===== src/rtl/conv_seq_ctrl_pkg.sv =====
// Shared types and width helpers for the convolution sequencer and filter pipeline.
// Sizes are derived from the image geometry so every user agrees on them.
package conv_seq_ctrl_pkg;

  typedef enum logic [1:0] {
    IDLE  = 2'd0,
    READ  = 2'd1,
    DRAIN = 2'd2,
    FIN   = 2'd3
  } seq_state_e;

  localparam int DEF_IMG_W    = 64;
  localparam int DEF_IMG_H    = 64;
  localparam int DEF_PIPE_LAT = 6;

  // Raster address width for a w x h frame.
  function automatic int addr_width(input int w, input int h);
    return (w * h > 1) ? $clog2(w * h) : 1;
  endfunction

  // Width of a single coordinate counter ranging 0..n-1.
  function automatic int coord_width(input int n);
    return (n > 1) ? $clog2(n) : 1;
  endfunction

endpackage


===== src/rtl/conv_seq_ctrl_tag_delay.sv =====
// Token delay line: a valid bit plus payload shifted one stage per enabled cycle.
// 'occupied' reports whether any stage still carries a valid token.
module tag_delay #(
  parameter int DEPTH = 7,
  parameter int WIDTH = 8
) (
  input  logic             clk,
  input  logic             rst,
  input  logic             en,
  input  logic             in_valid,
  input  logic [WIDTH-1:0] in_data,
  output logic             out_valid,
  output logic [WIDTH-1:0] out_data,
  output logic             occupied
);

  logic [DEPTH-1:0] vld_q;
  logic [WIDTH-1:0] data_q [DEPTH];

  always_ff @(posedge clk) begin
    if (rst) begin
      vld_q <= '0;
      for (int i = 0; i < DEPTH; i++) data_q[i] <= '0;
    end else if (en) begin
      vld_q[0]  <= in_valid;
      data_q[0] <= in_data;
      for (int i = 1; i < DEPTH; i++) begin
        vld_q[i]  <= vld_q[i-1];
        data_q[i] <= data_q[i-1];
      end
    end
  end

  assign out_valid = vld_q[DEPTH-1];
  assign out_data  = data_q[DEPTH-1];
  assign occupied  = |vld_q;

endmodule


===== src/rtl/conv_seq_ctrl.sv =====
// Raster-scan sequencer for a 3x3 convolution: issues pixel reads, tags complete
// windows with their centre and tracks them through the fixed-latency datapath.
module conv_seq_ctrl
  import conv_seq_ctrl_pkg::*;
#(
  parameter  int IMG_W    = DEF_IMG_W,
  parameter  int IMG_H    = DEF_IMG_H,
  parameter  int PIPE_LAT = DEF_PIPE_LAT,
  localparam int AW       = addr_width(IMG_W, IMG_H),
  localparam int XW       = coord_width(IMG_W),
  localparam int YW       = coord_width(IMG_H)
) (
  input  logic          clk,
  input  logic          rst,
  input  logic          start,
  input  logic          stall,
  output logic          rd_en,
  output logic [AW-1:0] rd_addr,
  output logic          pipe_en,
  output logic          out_valid,
  output logic [XW-1:0] out_x,
  output logic [YW-1:0] out_y,
  output logic          busy,
  output logic          done
);

  localparam int DEPTH = 1 + PIPE_LAT;
  localparam int PW    = XW + YW;

  seq_state_e    state_q, state_d;
  logic [XW-1:0] x_q, x_d;
  logic [YW-1:0] y_q, y_d;
  logic [AW-1:0] addr_q, addr_d;

  logic          tok_valid;
  logic [PW-1:0] tok_data;
  logic          tail_valid;
  logic [PW-1:0] tail_data;
  logic          line_occupied;
  logic          last_pix;

  assign last_pix = (x_q == XW'(IMG_W - 1)) && (y_q == YW'(IMG_H - 1));

  always_ff @(posedge clk) begin
    if (rst) begin
      state_q <= IDLE;
      x_q     <= '0;
      y_q     <= '0;
      addr_q  <= '0;
    end else begin
      state_q <= state_d;
      x_q     <= x_d;
      y_q     <= y_d;
      addr_q  <= addr_d;
    end
  end

  // Nothing advances while stalled, so every branch below assumes stall is low.
  always_comb begin
    state_d   = state_q;
    x_d       = x_q;
    y_d       = y_q;
    addr_d    = addr_q;
    rd_en     = 1'b0;
    done      = 1'b0;
    tok_valid = 1'b0;
    tok_data  = '0;
    if (!stall) begin
      unique case (state_q)
        IDLE: begin
          if (start) state_d = READ;
        end
        READ: begin
          rd_en = 1'b1;
          if ((x_q >= XW'(2)) && (y_q >= YW'(2))) begin
            tok_valid = 1'b1;
            tok_data  = {x_q - XW'(1), y_q - YW'(1)};
          end
          if (last_pix) begin
            x_d     = '0;
            y_d     = '0;
            addr_d  = '0;
            state_d = DRAIN;
          end else begin
            addr_d = addr_q + AW'(1);
            if (x_q == XW'(IMG_W - 1)) begin
              x_d = '0;
              y_d = y_q + YW'(1);
            end else begin
              x_d = x_q + XW'(1);
            end
          end
        end
        DRAIN: begin
          if (!line_occupied) state_d = FIN;
        end
        FIN: begin
          done    = 1'b1;
          state_d = IDLE;
        end
        default: state_d = IDLE;
      endcase
    end
  end

  // One extra stage beyond PIPE_LAT covers the pixel memory read latency.
  tag_delay #(
    .DEPTH (DEPTH),
    .WIDTH (PW)
  ) u_tag_delay (
    .clk       (clk),
    .rst       (rst),
    .en        (!stall),
    .in_valid  (tok_valid),
    .in_data   (tok_data),
    .out_valid (tail_valid),
    .out_data  (tail_data),
    .occupied  (line_occupied)
  );

  assign rd_addr   = addr_q;
  assign pipe_en   = !stall;
  assign out_valid = tail_valid && !stall;
  assign out_x     = tail_data[PW-1:YW];
  assign out_y     = tail_data[YW-1:0];
  assign busy      = (state_q != IDLE);

endmodule


===== config.mk =====
export PLATFORM = sky130hd
export DESIGN_NAME = conv_seq_ctrl
export DESIGN_NICKNAME = d
export VERILOG_FILES = /design/src/rtl/conv_seq_ctrl_pkg.sv /design/src/rtl/conv_seq_ctrl_tag_delay.sv /design/src/rtl/conv_seq_ctrl.sv
export SDC_FILE = /design/constraint.sdc
export NUM_CORES = 1
export LEC_CHECK = 0
export CAP_MARGIN = 25
export CORE_UTILIZATION = 58
export CTS_CLUSTER_DIAMETER = 200
export DETAILED_ROUTE_END_ITERATION = 16
export PLACE_DENSITY = 0.79
export SYNTH_ARGS = -nofsm -noshare
export SYNTH_HDL_FRONTEND = slang
export SYNTH_SLANG_ARGS = --single-unit

===== constraint.sdc =====
create_clock -name clk -period 4 [get_ports clk]
set_input_delay 0.8 -clock clk [delete_from_list [all_inputs] [get_ports clk]]
set_output_delay 0.8 -clock clk [all_outputs]
set_load 0.05 [all_outputs]

==> reports/results.txt, run 1 <==
GRT Util Overall -> 18.4%
core area -> 8220 um2
worst slew pin tran -> 637 ps
Buf/Inv on CP -> 2
CTS tree -> done
Root Driver -> clkbuf_8
WP data required -> 3200 ps
Die W -> 94.3 um
die area -> 8890 um2
H-tree levels -> 4
final setup vio count -> 0
RD Place Congestion -> 0.821
Clock Path Buffers -> 2
Post-Syn Area -> 4940 um2
global routing usage on met3 -> 6.55%
ANT cells -> 0
met1 usage -> 22.6%
worst skew pair latency -> 500 ps
final-stage net count -> 437
met2 Use GR -> 29.8%
most frequent cells in the layout -> edfxtp_1 (84), and2_1 (62), dfxtp_1 (33)
Layout area overhead -> 19.2%
Total Routed Length -> 7210 um
status -> finished clean
# hold bufs at CTS -> 0
share of cells above drive strength 1 -> 11.8%
vias in the first global route -> 2,620
CTS resizes -> 0
Async SR Flop Fraction -> 0%
Slew HR -> 57.4%
static leakage -> 0.00232 uW
largest net degree at the start of global routing -> 62
CTS Buf Count -> 17
commonest non-fill, non-tap cell in the layout -> edfxtp_1
Ys Warns -> 0
Worst Path Arrival -> 2370 ps
Initial DRT Pass Iterations -> 6
Critical Path, Cell by Cell -> clkdlybuf4s50_1 > nor2b_1 > clkdlybuf4s50_1
Final Max Tran Viols -> 0
Die H -> 94.3 um
port buffer count -> 32
Distinct cells, synth -> 41
# DRC -> 0
drt wl/cell -> 13.4 um
crit path max fanout -> 8
syn_area_per_cell -> 12.7 um2
most used routing layer -> met2
Post-synth EDFFs -> 84
worst stage delay on the critical path -> 810 ps
hpwl dp -> 4310 um
Worst Setup End Kind -> output pin
io pins -> 33
global route overflow -> 0
CP delay by family, top -> buffers and inverters
cells after synthesis -> 389
Worst Setup Path Type -> input port to output pin
RSZ-0062 raised after global routing -> no
Worst Setup Slack, final -> 832 ps
vias per inst -> 5.19
min-delay worst type -> flop to flop
syn nets -> 405
dominant synthesized flop cell -> edfxtp_1
Peak VDD IR -> 0.000356 V
crit-path most repeated cell -> clkdlybuf4s50_1
Clock Pin Slew Worst Setup and Hold Paths -> 50 ps
flops & latches, synth -> 117
setup tns final -> 0 ps
post-CTS setup buffers -> 0
PD cells -> 514 nW/um2
initial DRC count -> 141
worst slack at placement -> 815 ps
critical path's slowest cell -> clkdlybuf4s50_1
sink count of the clock tree -> 117
first-pass GRT wire length -> 12,200 um
CP startpoint kind -> input port
Rows -> 33
DRT antenna net count -> 0
max-cap violation count -> 0
Initial Utilization -> 60.1%
Final Critical Period -> 3170 ps
Max Clk Rate -> 316 MHz
Post-Route Skew -> 6.59 ps
Final Hold Violating Endpoints -> 0
fin crit share -> 79.2%
initial antenna violation count -> 0
sequential fraction of the synthesis area -> 64.4%
via count -> 2,792
[metal layers]
| metal | wire [um] | vias up |
|---|---|---|
| met1 | 3260 | 1340 |
| met3 | 267 | 6 |
| li1 | - | 1402 |
| met4 | 61 | 0 |
| met2 | 3620 | 44 |
| met5 | 0 | - |
[flip-flops by register name, summed over array words and instances (netlist names)]
| signal | cells |
|---|---|
| u_tag_delay.data_q | 84 |
| rd_addr | 12 |
| u_tag_delay.vld_q | 7 |
| x_q | 6 |
| y_q | 6 |
| state_q | 2 |
[final timing paths]
kind	slack [ps]	end	startpoint	cells past startpoint
worst max-delay path	830	done	stall	3
worst min-delay path	510	rd_addr[1]	rd_addr[1]	2
worst min register to register	510	rd_addr[1]	rd_addr[1]	2
worst max register to register	1670	rd_addr[3]	state_q[1]	7
[cell families (layout without fill, tap and decap cells)]
kind of cell             count (synthesis)  after routing  synth area share [%]
AO/OA/AOI/OAI                           19             19                  2.66
XOR/XNOR                                24             24                  4.25
adder cells (fa/ha/maj)                 12             12                  3.04
buffers and inverters                   34             78                  3.77
flip-flops                             117            117                  64.4
multiplexers                             8              8                  1.62
AND/OR/NAND/NOR                        175            175                  20.3
[Yosys cell counts, types with 2 or more instances]
master    instances  area (um2)
ha_1             12         150
a31o_2            2        17.5
nor3_1            7        35.0
nor2b_1          14        87.6
mux2i_1           8        80.1
nand4_1           9        56.3
inv_1            11        41.3
nor2_1           29         109
xor2_1           14         123
and4_1            2        17.5
or4_4             2        22.5
edfxtp_1         84        2520
or3_1             2        12.5
buf_6             7        78.8
a21oi_1           7        35.0
dfxtp_1          33         661
and3_1            6        37.5
nand3_1           7        35.0
xnor2_1          10        87.6
nor4_1            2        12.5
nor2_2           10        62.6
nand2_1          15        56.3
clkbuf_1         12        45.0
o21ai_0           3        15.0
nand2b_1          4        25.0
and2_1           62         388
[tightest hold or removal path, stage by stage, from the launching register on]
cell and delay [ps]:
dfxtp_1 340, nand2_1 70, a21oi_1 50
[where the power goes]
part	internal [uW]	total, uW	switching (uW)
logic	61.0	179	118
clock network	989	1470	482
registers	1360	1380	17.8
total	2410	3030	618
[cell type report]
cell class                 instances  area, um2
clock inverter                    14        166
clock buffer                      17        414
tap                              105        131
sequential                       117       3180
multi-input combinational        238       1580
timing repair buffer              36        373
fill                             570       2320
inverter                          11       41.3
[stage by stage]
stage	instances	instance area, um2	power (uW)	hold WS (ps)	utilization, %
2_1_floorplan	389	4940	1530	457	-
3_3_place_gp	507	5310	1570	495	64.6
3_5_place_dp	507	5310	1580	497	64.6
4_1_cts	538	5890	3050	511	71.7
5_1_grt	538	5890	3120	533	71.7
6_report	538	5890	3030	507	71.7
(Power assumes the default switching activity.)
==> run 2: changes to the inputs <==
- clock period: 4 -> 3.15 ns (I/O delays scaled with it)
==> reports/results.txt, run 2 (synthesis results as in run 1) <==
Sw Pwr -> 889 uW (+44%)
DR WL met2 -> 3710 um (+2.4%)
final-stage net count -> 439 (+0.46%)
Initial Utilization -> 60.1% (unchanged)
vias in the first global route -> 2,785 (+6.3%)
static leakage -> 0.00235 uW (+1.3%)
min-delay worst type -> flop to flop
Placed Cells incl. Taps -> 509 (+0.39%)
met1 WL -> 3350 um (+2.7%)
Net Sw Frac -> 22.7% (+2.3 points)
R2R setup slack -> 1050 ps (-620 ps)
io pins -> 33 (unchanged)
Fill cells -> 526 (-7.7%)
Root Driver -> clkbuf_8
crit path max fanout -> 4 (-4)
CTS Buf Count -> 17 (unchanged)
RSZ-0062 raised after global routing -> no
Final Hold Violating Endpoints -> 0 (unchanged)
port buffer count -> 32 (unchanged)
Most flops, register -> u_tag_delay.data_q
status -> finished clean
CTS resizes -> 0 (unchanged)
share of cells above drive strength 1 -> 14.4% (+2.7 points)
core area -> 8220 um2 (unchanged)
Final Max Tran Viols -> 0 (unchanged)
DRT antenna net count -> 0 (unchanged)
hpwl dp -> 4400 um (+2.0%)
Hold Crit Endpoint -> u_tag_delay.data_q[1][15]
Final Instance Count excl. Fillers -> 541 (+0.56%)
Layout area overhead -> 20.7%
Clk network pwr share -> 49.5% (+0.9 points)
via count -> 2,817 (+0.90%)
Die W -> 94.3 um (unchanged)
Die H -> 94.3 um (unchanged)
HP Start -> u_tag_delay.data_q[1][3]
max layer used -> met4
commonest non-fill, non-tap cell in the layout -> edfxtp_1
initial antenna violation count -> 0 (unchanged)
PD cells -> 657 nW/um2 (+28%)
global route overflow -> 0 (unchanged)
initial DRC count -> 117 (-17%)
Max Clk Rate -> 376 MHz
Initial DRT Pass Iterations -> 4 (-2)
setup tns final -> 0 ps (unchanged)
most frequent cells in the layout -> edfxtp_1 (84), and2_1 (62), dfxtp_1 (33)
Internal Power -> 3030 uW (+26%)
Layout Utilization -> 72.6% (+0.87 points)
WP data required -> 2520 ps (-680 ps)
CP startpoint kind -> flop
Post-Route Skew -> 5.25 ps (-1.34 ps)
vias per inst -> 5.21 (+0.34%)
# hold bufs at CTS -> 0 (unchanged)
hold depth -> 1 (-1)
H-tree levels -> 4 (unchanged)
sink count of the clock tree -> 117 (unchanged)
Worst Path Arrival -> 2030 ps (-340 ps)
Clock Path Buffers -> 2 (unchanged)
Slew HR -> 66.5% (+9.1 points)
Clock Pin Slew Worst Setup and Hold Paths -> 60 ps (about the same)
Peak VDD IR -> 0.000402 V (+13%)
first-pass GRT wire length -> 12,800 um (+4.6%)
CTS tree -> done
Seq pwr share -> 44.6% (-0.9 points)
final setup vio count -> 0 (unchanged)
max-cap violation count -> 0 (unchanged)
Worst Setup End Kind -> output pin
final hold slack -> 511 ps (+4.08 ps)
combinational power share -> 5.9% (about the same)
# DRC -> 0 (unchanged)
GRT Util Overall -> 19.1% (+0.72 points)
ANT cells -> 0 (unchanged)
fin crit share -> 84.5%
R2R depth -> 5 (-2)
drt wl/cell -> 13.6 um (+1.4%)
worst slew pin tran -> 501 ps (-136 ps)
RR Startpoint -> x_q[0]
Worst R2R End -> state_q[0]
Rows -> 33 (unchanged)
RD Place Congestion -> 0.788 (-4.0%)
Worst Setup Path Type -> flop to output pin
largest net degree at the start of global routing -> 61 (-1.6%)
Largest register FFs -> 84 (unchanged)
Final Critical Period -> 2660 ps
worst skew pair latency -> 500 ps (about the same)
post-CTS setup buffers -> 0 (unchanged)
Worst Setup Slack, final -> 487 ps (-345 ps)
met3 routed WL -> 217 um (-19%)
Total Routed Length -> 7360 um (+2.0%)
worst slack at placement -> 743 ps (-71.7 ps)
die area -> 8890 um2 (unchanged)
run 2: worst max path at each step:
stage / startpoint / to / slack, ps / cells after the start
floorplan: stall / u_tag_delay.data_q[0][0] / 670 / 2
global placement: stall / rd_en / 770 / 5
detailed placement: rst / u_tag_delay.data_q[2][18] / 740 / 3
CTS: state_q[0] / busy / 460 / 4
global route: state_q[0] / busy / 380 / 4
finish: state_q[0] / busy / 490 / 4
run 2: metrics by stage:
step	area [um2]	total power [uW]
after floorplan	4940	1940
after CTS	5960	3950
after global routing	5960	4040
after global placement	5360	2000
after detailed placement	5360	2010
final	5960	3920
run 2: per-layer routing:
metal | global-route usage, % | vias up
li1 | - | 1405
met1 | 23.8 | 1363
met2 | 31.1 | 43
met3 | 5.18 | 6
met4 | 8.72 | 0
met5 | 0 | -
run 2: cell type report:
cell class	instances	area [um2]	share of cell area (%)
clock inverters	15	193	3.23
repair buffers	38	418	7.01
well taps	105	131	2.20
multi-input cells	238	1580	26.5
inverters	11	41.3	0.692
clock buffers	17	414	6.95
flip-flops and latches	117	3180	53.4
run 2: power groups by stage:
stage / registers (uW) / logic (uW) / clock network [uW]
after detailed placement: 1780 / 233 / 0
final: 1750 / 233 / 1940
after global placement: 1770 / 229 / 0
after CTS: 1750 / 236 / 1970
after floorplan: 1820 / 119 / 0
after global routing: 1750 / 251 / 2040
run 2: worst max-delay path, stage by stage, from the launching register on:
cell and delay (ps):
dfxtp_1 390, inv_1 100, ha_1 200, inv_1 60, clkdlybuf4s50_1 790
==> edit 1, RTL diff (settings of run 2) <==
Change the package constant `DEF_IMG_H` from 64 to 128.
--- a/src/rtl/conv_seq_ctrl_pkg.sv
+++ b/src/rtl/conv_seq_ctrl_pkg.sv
@@ -12,3 +12,3 @@
   localparam int DEF_IMG_W    = 64;
-  localparam int DEF_IMG_H    = 64;
+  localparam int DEF_IMG_H    = 128;
   localparam int DEF_PIPE_LAT = 6;
Ports: changed (resized out_y and rd_addr); port bits go from 33 to 35. No check against the original RTL was run, so the function may have changed too.
==> edit 1 against run 2 <==
  * Power is 1.6% higher
  * First-iteration DRC count grew 14%
  * Synthesized area rose by 7.2%
  * Design area rose by 6.4%
  * Via count rose by 8.6%
  * Worst hold slack gained 1.9 ps
  * Sequential cell count is 9 higher
  * Worst setup slack got worse by 19 ps
  * Wire length up 10%
  * Largest power group is now sequential cells
==> edit 1: results <==
export IMPL_outcome="finished, final reports clean"
export IMPL_synth_distinct_cells=44
export IMPL_synth_edf_count=91
export IMPL_setup_ws_ps=468
export IMPL_grt_pass1_wl_mm=13.8
export IMPL_synth_common_cells="edfxtp_1 (91), and2_1 (70), dfxtp_1 (35), nor2_1 (29)"
export IMPL_drive_gt1_frac=0.128
export IMPL_antenna_found_initial=0
export IMPL_ys_warn_count=0
export IMPL_port_buffer_count=34
export IMPL_r2r_setup_slack_ps=900
export IMPL_grt_pass1_vias=3038
export IMPL_synthArstFlopShare=0
export IMPL_place_area_um2=5770
export IMPL_n_antenna_cell=0
export IMPL_max_vdd_ir_drop_mv=0.366
export IMPL_worstReg2RegStart="y_q[2]$_SDFFE_PP0P_"
export IMPL_wl_per_cell_um=14.1
export IMPL_top_register="u_tag_delay.data_q"
export IMPL_vias=3060
export IMPL_skew_ps=5.28
export IMPL_grt_max_degree=66
export IMPL_p_leak_nw=2.48
export IMPL_preCtsSetupSlack_ps=708
export IMPL_r2r_cells=3
export IMPL_htreeDepth=4
export IMPL_largest_reg_flops=91
export IMPL_critical_path_max_fanout=4
export IMPL_cts_buffers=17
export IMPL_clk_pin_slew_ps=60
export IMPL_worstSetupEndpoint="busy"
export IMPL_instances_no_fill=576
export IMPL_r2r_end="u_tag_delay.data_q[0][11]$_SDFFCE_PP0P_"
export IMPL_worstSkewPairLatency_ps=510
export IMPL_drt_iter0_drc=133
export IMPL_hold_path_class="reg2reg"
export IMPL_cts_buffer_depth=2
export IMPL_drc_errors=0
export IMPL_grtUsageTotal=0.187
export IMPL_post_cts_buffers=0
export IMPL_place_hpwl_mm=5.05
export IMPL_maxSlewHeadroom=0.322
export IMPL_cts_root_buf="clkbuf_8"
export IMPL_cts_resized=0
export IMPL_dr_pass1_iters=4
export IMPL_dp_cells=544
export IMPL_synth_nets=432
export IMPL_nets=471
export IMPL_yosysSeqAreaShare=0.648
export IMPL_syn_inst=416
export IMPL_cp_arrival_ps=2050
export IMPL_synthTopCellsByArea="edfxtp_1 (52%), dfxtp_1 (13%), and2_1 (8.3%), ha_1 (2.8%), xnor2_1 (2.3%)"
export IMPL_power_internal_mw=3.08
export IMPL_gp_congestion=0.848
[edit 1: cell count changes in the layout (fill, tap and decap cells not counted), sizes merged, moves of 3 or more]
cell and change:
nor4 +4, nand2 +3, and2 +9, and3 -5, edfxtp +7, nor2b +4, xnor2 +4
[edit 1: cells by family after synthesis]
group | count (synthesis) | synth area share
XOR/XNOR | 28 | 0.0463
flip-flops | 126 | 0.648
AND/OR/NAND/NOR | 193 | 0.208
AO/OA/AOI/OAI | 16 | 0.0241
multiplexers | 8 | 0.0151
buffers and inverters | 33 | 0.0305
adder cells (fa/ha/maj) | 12 | 0.0283
[edit 1: worst min-delay path by stage]
| stage | endpoint | cells after the start | from | slack [ps] |
|---|---|---|---|---|
| CTS | u_tag_delay.data_q[2][2]$_SDFFCE_PN0P_ | 1 | u_tag_delay.data_q[1][15]$_SDFFCE_PN0P_ | 520 |
| global placement | u_tag_delay.vld_q[0]$_SDFFE_PP0N_ | 2 | u_tag_delay.vld_q[0]$_SDFFE_PP0N_ | 470 |
| global route | u_tag_delay.vld_q[0]$_SDFFE_PP0N_ | 2 | u_tag_delay.vld_q[0]$_SDFFE_PP0N_ | 520 |
| detailed placement | u_tag_delay.data_q[2][2]$_SDFFCE_PN0P_ | 1 | u_tag_delay.data_q[1][15]$_SDFFCE_PN0P_ | 500 |
| finish | u_tag_delay.vld_q[0]$_SDFFE_PP0N_ | 2 | u_tag_delay.vld_q[0]$_SDFFE_PP0N_ | 510 |
| floorplan | u_tag_delay.vld_q[0]$_SDFFE_PP0N_ | 2 | u_tag_delay.vld_q[0]$_SDFFE_PP0N_ | 450 |
[edit 1: critical path: stages (launching register included)]
cell             delay, ps
dfxtp_1                390
inv_1                  100
ha_1                   200
inv_1                   60
clkdlybuf4s50_1        790
[edit 1: routing by layer]
layer  share of wire  track usage  vias up
li1                -            -     1508
met1            0.41        0.214     1469
met2            0.53        0.320       68
met3           0.043       0.0576       15
met4           0.015       0.0905        0
met5               0            0        -
[edit 1: cell type report]
type                            instances  area, um^2
Tap cell                              108         135
Sequential cell                       126        3430
Multi-Input combinational cell        257        1710
Inverter                               13        48.8
Clock buffer                           17         414
Timing Repair Buffer                   40         438
Clock inverter                         15         163
Fill cell                             568        2420
[edit 1: power groups by stage]
stage	clock network (mW)	logic (mW)	registers, mW
after global routing	1.96	0.257	1.89
final	1.86	0.237	1.88
after CTS	1.89	0.241	1.88
after global placement	0	0.233	1.91
after floorplan	0	0.121	1.96
after detailed placement	0	0.238	1.92
==> edit 2, RTL diff (settings of run 2) <==
Without the edit above. Reset style: asynchronous (`rst`), changed in 2 clocked blocks.
--- a/src/rtl/conv_seq_ctrl_tag_delay.sv
+++ b/src/rtl/conv_seq_ctrl_tag_delay.sv
@@ -19,3 +19,3 @@
 
-  always_ff @(posedge clk) begin
+  always_ff @(posedge clk or posedge rst) begin
     if (rst) begin
--- a/src/rtl/conv_seq_ctrl.sv
+++ b/src/rtl/conv_seq_ctrl.sv
@@ -43,3 +43,3 @@
 
-  always_ff @(posedge clk) begin
+  always_ff @(posedge clk or posedge rst) begin
     if (rst) begin
Function: differs if rst is asserted again (counterexample within 4 cycles, from zero or initial values and one cycle with rst high); with rst held inactive, the same outputs for 10 cycles.
==> edit 2 against run 2 <==
  * Sequential cell count stayed put
  * Design area is 1.2% higher
  * Clock skew is 4.0 ps higher
  * Worst setup slack got worse by 25 ps
  * Non-clock buffer count shrank 1
  * Sequential share of layout area fell by 4.9 points
  * Global-route usage is 1.3 points higher
  * Synthesized area up 2.4%
  * Worst hold slack got worse by 28 ps
  * Via count grew 2.8%
  * Register-to-register slack lost 210 ps
  * Wire length up 8.6%
  * Maximum frequency is 0.93% lower
Power is not compared: it rests on default switching activity, and its combinational part moved more than twofold at a synthesized area within 25%.
==> edit 2: results <==
export IMPL_outcome="finished, final reports clean"
export IMPL_worstHoldStart="u_tag_delay.data_q[14]$_DFFE_PP0N_"
export IMPL_wl_per_cell_um=14.8
export IMPL_preCtsSetupSlack_ps=802
export IMPL_place_area_um2=5380
export IMPL_dp_cells=505
export IMPL_grt_max_degree=92
export IMPL_place_hpwl_mm=4.77
export IMPL_cp_arrival_ps=2060
export IMPL_via_per_inst=5.38
export IMPL_startpoint="state_q[0]$_DFFE_PP0P_"
export IMPL_synthArstFlopShare=1.00
export IMPL_yosysSeqAreaShare=0.579
export IMPL_skew_ps=9.27
export IMPL_critical_path_max_fanout=4
export IMPL_nFillCells=549
export IMPL_nets=436
export IMPL_tightest_slew_ps=805
export IMPL_drive_gt1_frac=0.273
export IMPL_synth_nets=411
export IMPL_wl_mm=7.99
export IMPL_drt_iter0_drc=80
export IMPL_grt_pass1_vias=2948
export IMPL_clk_pin_slew_ps=60
export IMPL_syn_avg_cell_area_um2=12.8
export IMPL_synth_distinct_cells=39
export IMPL_grt_pass1_wl_mm=13.9
export IMPL_grtUsageTotal=0.204
export IMPL_synth_common_cells="dfrtp_1 (117), mux2_2 (70), nand2_1 (34), nor2_1 (20), o21ai_1 (17)"
export IMPL_synthTopCellsByArea="dfrtp_1 (58%), mux2_2 (16%), ha_1 (3.0%), xnor2_1 (2.8%), nand2_1 (2.5%)"
export IMPL_worstReg2RegStart="state_q[1]$_DFFE_PP0P_"
export IMPL_largest_reg_flops=72
export IMPL_gp_congestion=0.810
[edit 2: per-layer routing]
metal,track usage,wire length [um],vias up
met4,0.0883,134,0
met2,0.338,4010,55
met3,0.0566,268,16
met5,0,0,-
met1,0.249,3570,1431
li1,-,-,1394
[edit 2: cells by family after synthesis]
kind of cell / share of synthesized area
XOR/XNOR: 0.0416
buffers and inverters: 0.0463
flip-flops: 0.579
multiplexers: 0.179
AO/OA/AOI/OAI: 0.0383
adder cells (fa/ha/maj): 0.0297
AND/OR/NAND/NOR: 0.0868
[edit 2: through the flow]
step / util / hold slack [ps]
after floorplan: - / 452
after global placement: 0.645 / 462
after detailed placement: 0.645 / 474
after CTS: 0.720 / 490
after global routing: 0.724 / 498
final: 0.724 / 483
[edit 2: layout make-up]
class / instances / share of cell area
Sequential cell: 117 / 0.485
Inverter: 13 / 0.00871
Multi-Input combinational cell: 234 / 0.314
Clock inverter: 13 / 0.0326
Tap cell: 105 / 0.0218
Timing Repair Buffer: 37 / 0.0659
Clock buffer: 19 / 0.0715
[edit 2: path summary, 6_finish.rpt]
path	endpoint	slack, ps	cells after the start
min in group asynchronous	u_tag_delay.data_q[73]$_DFFE_PP0N_	590	2
hold reg to reg	u_tag_delay.data_q[14]$_DFFE_PP0N_	480	1
setup / recovery	busy	460	4
hold / removal	u_tag_delay.data_q[14]$_DFFE_PP0N_	480	1
max in group asynchronous	state_q[1]$_DFFE_PP0P_	1900	3
setup reg to reg	rd_addr[8]$_DFFE_PP0P_	840	7
[edit 2: critical path, stage by stage, from the launching register on]
cell	delay [ps]
dfrtp_1	380
inv_1	110
ha_1	200
inv_1	60
clkdlybuf4s50_1	800
[edit 2: power groups by stage]
stage                     combinational (mW)  clock, mW  sequential, mW
after floorplan                        0.851          0            2.21
after global placement                  1.05          0            2.20
after detailed placement                1.08          0            2.22
after CTS                               1.10       2.03            2.21
after global routing                    1.19       2.10            2.27
final                                   1.09       2.01            2.21
